[config.mk]
export PLATFORM = sky130hd
export DESIGN_NAME = reg_wb_scheduler
export DESIGN_NICKNAME = d
export VERILOG_FILES = /design/src/rtl/reg_wb_scheduler.sv
export SDC_FILE = /design/constraint.sdc
export NUM_CORES = 1
export LEC_CHECK = 0
export BUFFER_PORTS_ARGS = -buffer_cell sky130_fd_sc_hd__buf_2
export CORE_MARGIN = 4
export CORE_UTILIZATION = 55
export DETAILED_ROUTE_END_ITERATION = 10
export GPL_TIMING_DRIVEN = 0
export PLACE_DENSITY = 0.84
export SYNTH_ARGS = -nofsm -noshare
export SYNTH_HDL_FRONTEND = slang
export SYNTH_SLANG_ARGS = --single-unit
export TNS_END_PERCENT = 10
[constraint.sdc]
create_clock -name clk -period 6.6 [get_ports clk]
set_input_delay 0 -clock clk [delete_from_list [all_inputs] [get_ports clk]]
set_output_delay 0 -clock clk [all_outputs]
set_load 0.005 [all_outputs]
[src/rtl/reg_wb_scheduler.sv]
// Register-file scoreboard and single write-port scheduler.
// Tracks in-flight destinations, stalls decode on RAW/WAW hazards, and arbitrates ALU over LU writeback.
module reg_wb_scheduler #(
  parameter int DATA_W  = 32,
  parameter int ADDR_W  = 5,
  parameter int REG_NUM = 32
) (
  input  logic              clk,
  input  logic              rst,
  input  logic              id_valid,
  input  logic [ADDR_W-1:0] id_rs,
  input  logic [ADDR_W-1:0] id_rt,
  input  logic              id_uses_rs,
  input  logic              id_uses_rt,
  input  logic              id_write,
  input  logic [ADDR_W-1:0] id_des,
  output logic              id_stall,
  input  logic              alu_wb_valid,
  input  logic [ADDR_W-1:0] alu_wb_des,
  input  logic [DATA_W-1:0] alu_wb_data,
  input  logic              lu_wb_valid,
  output logic              lu_wb_ready,
  input  logic [ADDR_W-1:0] lu_wb_des,
  input  logic [DATA_W-1:0] lu_wb_data,
  output logic              w_write_reg,
  output logic [ADDR_W-1:0] reg_des,
  output logic [DATA_W-1:0] reg_data,
  output logic [ADDR_W:0]   busy_count,
  output logic              quiescent,
  output logic              wb_err
);

  localparam logic [ADDR_W:0]   CNT_ONE  = {{ADDR_W{1'b0}}, 1'b1};
  localparam logic [ADDR_W-1:0] REG_ZERO = '0;

  logic [REG_NUM-1:0] busy;
  logic               issue_set;
  logic               win;
  logic [ADDR_W-1:0]  win_des;
  logic [DATA_W-1:0]  win_data;
  logic               win_nonzero;
  logic               cnt_inc;
  logic               cnt_dec;

  always_comb begin
    id_stall = id_valid & ((id_uses_rs & busy[id_rs]) |
                           (id_uses_rt & busy[id_rt]) |
                           (id_write   & busy[id_des]));
  end

  assign issue_set = id_valid & ~id_stall & id_write & (id_des != REG_ZERO);

  // ALU results cannot be held off, so the LU only gets the port on ALU-idle cycles.
  assign lu_wb_ready = ~alu_wb_valid;
  assign win         = alu_wb_valid | (lu_wb_valid & lu_wb_ready);
  assign win_des     = alu_wb_valid ? alu_wb_des  : lu_wb_des;
  assign win_data    = alu_wb_valid ? alu_wb_data : lu_wb_data;
  assign win_nonzero = win & (win_des != REG_ZERO);

  // Count tracks real busy transitions: a clear of an already-idle register or
  // a clear overridden by a same-index set leaves the population unchanged.
  assign cnt_inc = issue_set;
  assign cnt_dec = w_write_reg & busy[reg_des] & ~(issue_set & (id_des == reg_des));

  always_ff @(posedge clk or posedge rst) begin
    if (rst) begin
      busy <= '0;
    end else begin
      if (w_write_reg) busy[reg_des] <= 1'b0;
      if (issue_set)   busy[id_des]  <= 1'b1;
    end
  end

  always_ff @(posedge clk or posedge rst) begin
    if (rst) begin
      busy_count <= '0;
    end else if (cnt_inc & ~cnt_dec) begin
      busy_count <= busy_count + CNT_ONE;
    end else if (cnt_dec & ~cnt_inc) begin
      busy_count <= busy_count - CNT_ONE;
    end
  end

  always_ff @(posedge clk or posedge rst) begin
    if (rst) begin
      w_write_reg <= 1'b0;
      reg_des     <= '0;
      reg_data    <= '0;
    end else begin
      w_write_reg <= win_nonzero;
      if (win) begin
        reg_des  <= win_des;
        reg_data <= win_data;
      end
    end
  end

  always_ff @(posedge clk or posedge rst) begin
    if (rst) begin
      wb_err <= 1'b0;
    end else if (win_nonzero & ~busy[win_des]) begin
      wb_err <= 1'b1;
    end
  end

  assign quiescent = (busy_count == '0) & ~w_write_reg;

endmodule

# --- Word level (Yosys, flattened, before mapping) ---
# Index checks and enable logic that the tools add are counted.
classes:
  add_sub_neg: 2
  n_lt_le_gt_ge: 7
  eq_ne: 1
  muxes: 20
  bitwise: 29
  n_reduce_logical: 6
ops:
  columns: ["cell", "count"]
  rows:
  - ["2-to-1 mux 32 bit", 3]
  - ["AND 32 bit", 1]
  - ["NOT 32 bit", 1]
  - ["OR 32 bit", 1]
  - ["< comparator 5 x 6 -> 1 bit (second input constant)", 5]
  - ["binary-select mux 1 bit (select 5 bit)", 5]
  - ["AND 1 bit", 16]
  - ["2-to-1 mux 6 bit", 2]
  - ["demux 1 bit (select 5 bit)", 2]
  - [">= comparator 5 x 1 -> 1 bit (second input constant)", 2]
  - ["nonzero test 5 bit", 2]
  - ["2-to-1 mux 1 bit", 7]
  - ["NOT 1 bit", 7]
  - ["adder 6 x 1 -> 6 bit (second input constant)", 1]
  - ["zero test 6 bit", 1]
  - ["subtractor 6 x 1 -> 6 bit (second input constant)", 1]
  - ["== test 5 bit", 1]
  - ["2-to-1 mux 5 bit", 1]
  - ["OR 1 bit", 3]
  - ["logical AND 1 bit", 2]
  - ["nonzero test 2 bit", 1]
word_totals:
  register_bits: 77
  input_bits: 97
  out_inout_bits: 48
  elab_cells: 71

# --- Longest topological paths before layout ---
depth:
  ltp_word: 16
  depth_mapped: 16
  depth_no_buf: 14

# --- Worst setup path after synthesis ---
# OpenSTA, ideal clock, no wires.
synth_path:
  kind: "reg2reg"
  startpoint: "reg busy[23]"
  endpoint: "reg busy_count[5]"
  setup_time_ns: 0.080
  arrival_time_ns: 3.479
  required_ns: 6.520
  slack_ns: 3.041
  stages_incl_launch_ff: 15
  path_buffers: 0
  synth_period_minus_slack_ns: 3.559
  path_cell_list: "dfrtp_1 -> mux4_2 -> mux4_2 -> o22ai_1 -> o2bb2ai_2 -> nor3_2 -> ha_1 -> inv_1 -> ha_1 -> a21o_1 -> a21oi_1 -> o21bai_1 -> a21oi_1 -> mux2i_1 -> xnor2_1"
synth_between:
  elab_chain_len: 16
  elab_cells_between_ends: 28
  cone_classes: "mux: 9; bitwise: 18; reduce/logical: 1"
synth_lines:
  columns: ["element", "line", "text"]
  rows:
  - ["start: declaration", "36", "logic [REG_NUM-1:0] busy;"]
  - ["start signal: assignment", "67", "busy <= '0;"]
  - ["start signal: indexed assignment", "69", "if (w_write_reg) busy[reg_des] <= 1'b0;"]
  - ["start signal: indexed assignment", "70", "if (issue_set) busy[id_des] <= 1'b1;"]
  - ["binary-select mux 1 bit (select 5 bit), on equally long branches", "46, 47", null]
  - ["2-to-1 mux 1 bit, on equally long branches", "46, 47", null]
  - ["AND 1 bit, on equally long branches", "46, 47", null]
  - ["OR 1 bit", "46", "id_stall = id_valid & ((id_uses_rs & busy[id_rs]) |"]
  - ["OR 1 bit", "47", "(id_uses_rt & busy[id_rt]) |"]
  - ["AND 1 bit", "46", null]
  - ["NOT 1 bit", "51", "assign issue_set = id_valid & ~id_stall & id_write & (id_des != REG_ZERO);"]
  - ["AND 1 bit (3 in a row)", "51", null]
  - ["AND 1 bit", "63", "assign cnt_dec = w_write_reg & busy[reg_des] & ~(issue_set & (id_des == reg_des));"]
  - ["NOT 1 bit", "63", null]
  - ["AND 1 bit", "63", null]
  - ["NOT 1 bit", "77", "end else if (cnt_inc & ~cnt_dec) begin"]
  - ["AND 1 bit", "77", null]
  - ["2-to-1 mux 6 bit or nonzero test 2 bit (tied branches)", null, null]
  - ["end signal: assignment", "78", "busy_count <= busy_count + CNT_ONE;"]
  - ["end signal: assignment", "80", "busy_count <= busy_count - CNT_ONE;"]
  - ["end: declaration", "28", "output logic [ADDR_W:0] busy_count,"]
# Several ways; a longest one is shown, not always the timed one. The select of a mux whose other input is x is not followed.
# A chain may end at the register's enable or synchronous reset.

# --- Worst setup path after layout ---
layout_path:
  startpoint: "reg busy[17]"
  endpoint: "reg busy_count[5]"
# Same word-level chain as after synthesis.

==> results.ini <==
[final_layout]
layout_top_registers = busy (32), reg_data (32), busy_count (6)
finalCoreUtilization_pct = 77.1
design.final.nets = 806
diodes = 0
area_growth_pct = 33.5
final.fill_count = 529
post_route_cells_drive_above_1_share_pct = 30.9

[setup_path]
ff2ff_path_depth = 14
capturing_element_type_of_the_critical_path = flip-flop
critPathMaxFanout = 10
type_of_the_worst_setup_path = flip-flop to flip-flop
setup.worst_path.start_class = flip-flop
critPathRequiredTime_ns = 6.89
critPathArrivalTime_ns = 4.59

[timing]
slew_viol_final = 0
setup_viol = 0
max_slew_margin_pct = 21.4
final_tns_setup_ns = 0
grt_setup_unrepaired = false
timing.final.hold_violations = 0
timing_worst_slew_pin_value_ns = 1.15
fin_crit_ns = 4.30
maxClockFrequency_ghz = 0.232
finalCritPeriodShare_pct = 65.2
clock-skew-final_ns = 0.0191

[clock_tree]
tritoncts = done
cts-root-buf = sky130_fd_sc_hd__clkbuf_8
worst_setup_hold_path_clk_slew_ns = 0.09
insertion_delay_ns = 0.37
clockBufferDepth = 2
tritoncts_num_sinks = 77
clock_tree.htree_level_count = 3
cts_made_buffers = 9
post_cts.repair.setup_buffers = 0

[place]
placement.io_buffers = 138
dp_hpwl_mm = 11.5
place.gp.congestion = 0.943

[floorplan]
die_w_microns = 105
design.core.area_sq_mm = 0.00889
row_count = 34
die_y_microns = 105
die_area_sq_mm = 0.0109
ios = 145
initial_core_utilization_pct = 57.8

[yosys]
async_flop_share_pct = 100
postSynthNetCount = 591
ys_warn_count = 0
ys_seq_elements = 77
synth_top_flop_cell = sky130_fd_sc_hd__dfrtp_1
synth_cell_types = 52
syn_area_per_cell_sq_um = 10.5
synth_edf_count = 0
yosysSeqAreaShare_pct = 37.5
cell_area_synth_sq_mm = 0.00514
synth_top_cell_by_area = sky130_fd_sc_hd__dfrtp_1
synth.area.top_cells = sky130_fd_sc_hd__dfrtp_1, sky130_fd_sc_hd__mux4_2, sky130_fd_sc_hd__mux2i_1
netlist_instances = 488
synth.top_cell.area_share_pct = 37.5

[min_path]
min_path_cells = 3
hp-class = input port to flip-flop

[routing]
detail-route-antenna-nets = 0
avgRoutedWirePerCell_microns = 22.3
wl_mm = 18.2
dr.first_iter.drc_count = 511
post_drt_via_cell_ratio = 6.56
drt_pre_antenna_iters = 6
via_count = 5355
drc = 0

[power_and_ir_drop]
leakage_nw = 3.13
ir_worst_vdd_uv = 239
pwr_density_cell_mw_per_mm2 = 277

[grt]
first_global_vias = 5432
gr-usage-all-layers_pct = 33.2
grt_first_pass_wirelength_mm = 28.8
antenna_found_initial = 0
gr-total-overflow = 0
grt_max_degree = 75

[run]
max_cap_violations = 0

[status]
run_status = completed

## cell usage in the layout, fill, tap and decap left out, types with 3 or more instances in the layout
cell,n
sky130_fd_sc_hd__buf_2,143
sky130_fd_sc_hd__dfrtp_1,77
sky130_fd_sc_hd__mux2i_1,65
sky130_fd_sc_hd__o21ai_0,65
sky130_fd_sc_hd__dlygate4sd3_1,65
sky130_fd_sc_hd__nand2_1,47
sky130_fd_sc_hd__mux4_2,33
sky130_fd_sc_hd__clkbuf_1,23
sky130_fd_sc_hd__nand3_1,22
sky130_fd_sc_hd__o31ai_1,16
sky130_fd_sc_hd__inv_1,13
sky130_fd_sc_hd__nor2_1,13
sky130_fd_sc_hd__o21a_1,10
sky130_fd_sc_hd__clkbuf_8,9
sky130_fd_sc_hd__a21oi_1,8
sky130_fd_sc_hd__buf_1,7
sky130_fd_sc_hd__a31o_2,7
sky130_fd_sc_hd__mux2_2,6
sky130_fd_sc_hd__nand3b_1,6
sky130_fd_sc_hd__ha_1,5
sky130_fd_sc_hd__nor3b_1,4
sky130_fd_sc_hd__a22oi_1,4
sky130_fd_sc_hd__o22ai_1,4
sky130_fd_sc_hd__xnor2_1,4
sky130_fd_sc_hd__nor2b_1,3
sky130_fd_sc_hd__and3b_1,3
sky130_fd_sc_hd__inv_6,3
## power breakdown
group	internal, mW	switching, mW	total [mW]
sequential	0.583	0.201	0.784
clock	0.185	0.213	0.398
combinational	0.397	0.324	0.720
## per-stage QoR
step / area (sq um) / hold WS [ns] / total power [mW] / setup WS (ns) / std cells
floorplan: 5140 / 0.0899 / 1.18 / 3.04 / 488
global placement: 5960 / 0.206 / 1.39 / 2.49 / 734
detailed placement: 5990 / -0.119 / 1.43 / 2.41 / 735
CTS: 6860 / 0.0108 / 1.86 / 2.41 / 816
global route: 6860 / 0.0307 / 1.99 / 2.14 / 816
finish: 6860 / 0.00971 / 1.90 / 2.30 / 816
## Yosys cell counts, drive strengths merged, types with 10 or more instances
library cell and n:
nand2 47, o21a 10, mux4 33, inv 14
o31ai 18, buf 15, nand3 22, mux2i 65
o21ai 67, clkbuf 23, nor2 13, dfrtp 77
## critical path, cell delays in order (launching register included)
cell and delay, ns:
sky130_fd_sc_hd__dfrtp_1 0.50, sky130_fd_sc_hd__mux4_2 0.50, sky130_fd_sc_hd__mux4_2 0.49, sky130_fd_sc_hd__o22ai_1 0.22, sky130_fd_sc_hd__o2bb2ai_2 0.20, sky130_fd_sc_hd__nor3_2 0.55
sky130_fd_sc_hd__ha_1 0.28, sky130_fd_sc_hd__inv_1 0.13, sky130_fd_sc_hd__ha_1 0.29, sky130_fd_sc_hd__a21o_1 0.17, sky130_fd_sc_hd__a21oi_1 0.23, sky130_fd_sc_hd__o21bai_1 0.10
sky130_fd_sc_hd__a21oi_1 0.18, sky130_fd_sc_hd__mux2i_1 0.24, sky130_fd_sc_hd__xnor2_1 0.14
## cell type report
type | count | area (sq um) | share of cell area [%]
clock buffers | 9 | 124 | 1.81
flip-flops and latches | 77 | 1930 | 28.1
well taps | 108 | 135 | 1.97
inverters | 14 | 55.1 | 0.803
clock inverters | 7 | 91.3 | 1.33
plain buffers | 38 | 164 | 2.39
repair buffers | 204 | 1370 | 20.0
multi-input cells | 359 | 2990 | 43.6
## worst paths after layout
kind	startpoint	end	slack, ns
setup / recovery	busy[17]	busy_count[5]	2.30
hold / removal	lu_wb_data[9]	reg_data[9]	0.01
setup reg to reg	busy[17]	busy_count[5]	2.30
hold reg to reg	wb_err	wb_err	0.52
max in group asynchronous	rst	busy[8]	5.98
min in group asynchronous	rst	reg_data[1]	0.08
## per-layer routing
metal / wire, microns / GRT usage [%]
met5: 0 / 0
met4: 1050 / 16.3
met3: 1810 / 7.58
met2: 9070 / 55.8
met1: 6230 / 40.7
## cell families (layout without fill, tap and decap cells)
family | Yosys count | count (layout) | share of synthesized area, %
xor+xnor | 5 | 5 | 0.853
simple gates | 112 | 112 | 10.8
compound gates | 132 | 132 | 16.6
mux | 104 | 104 | 28.5
buf+inv | 52 | 272 | 4.21
flops | 77 | 77 | 37.5
fa+ha+maj | 6 | 6 | 1.61
## what timing repair did
action                    4_1_cts  5_1_grt
hold buffers                   65        0
hold endpoints to repair      110        0
gates resized for setup         0        0
Power figures use the tool's default switching activity.
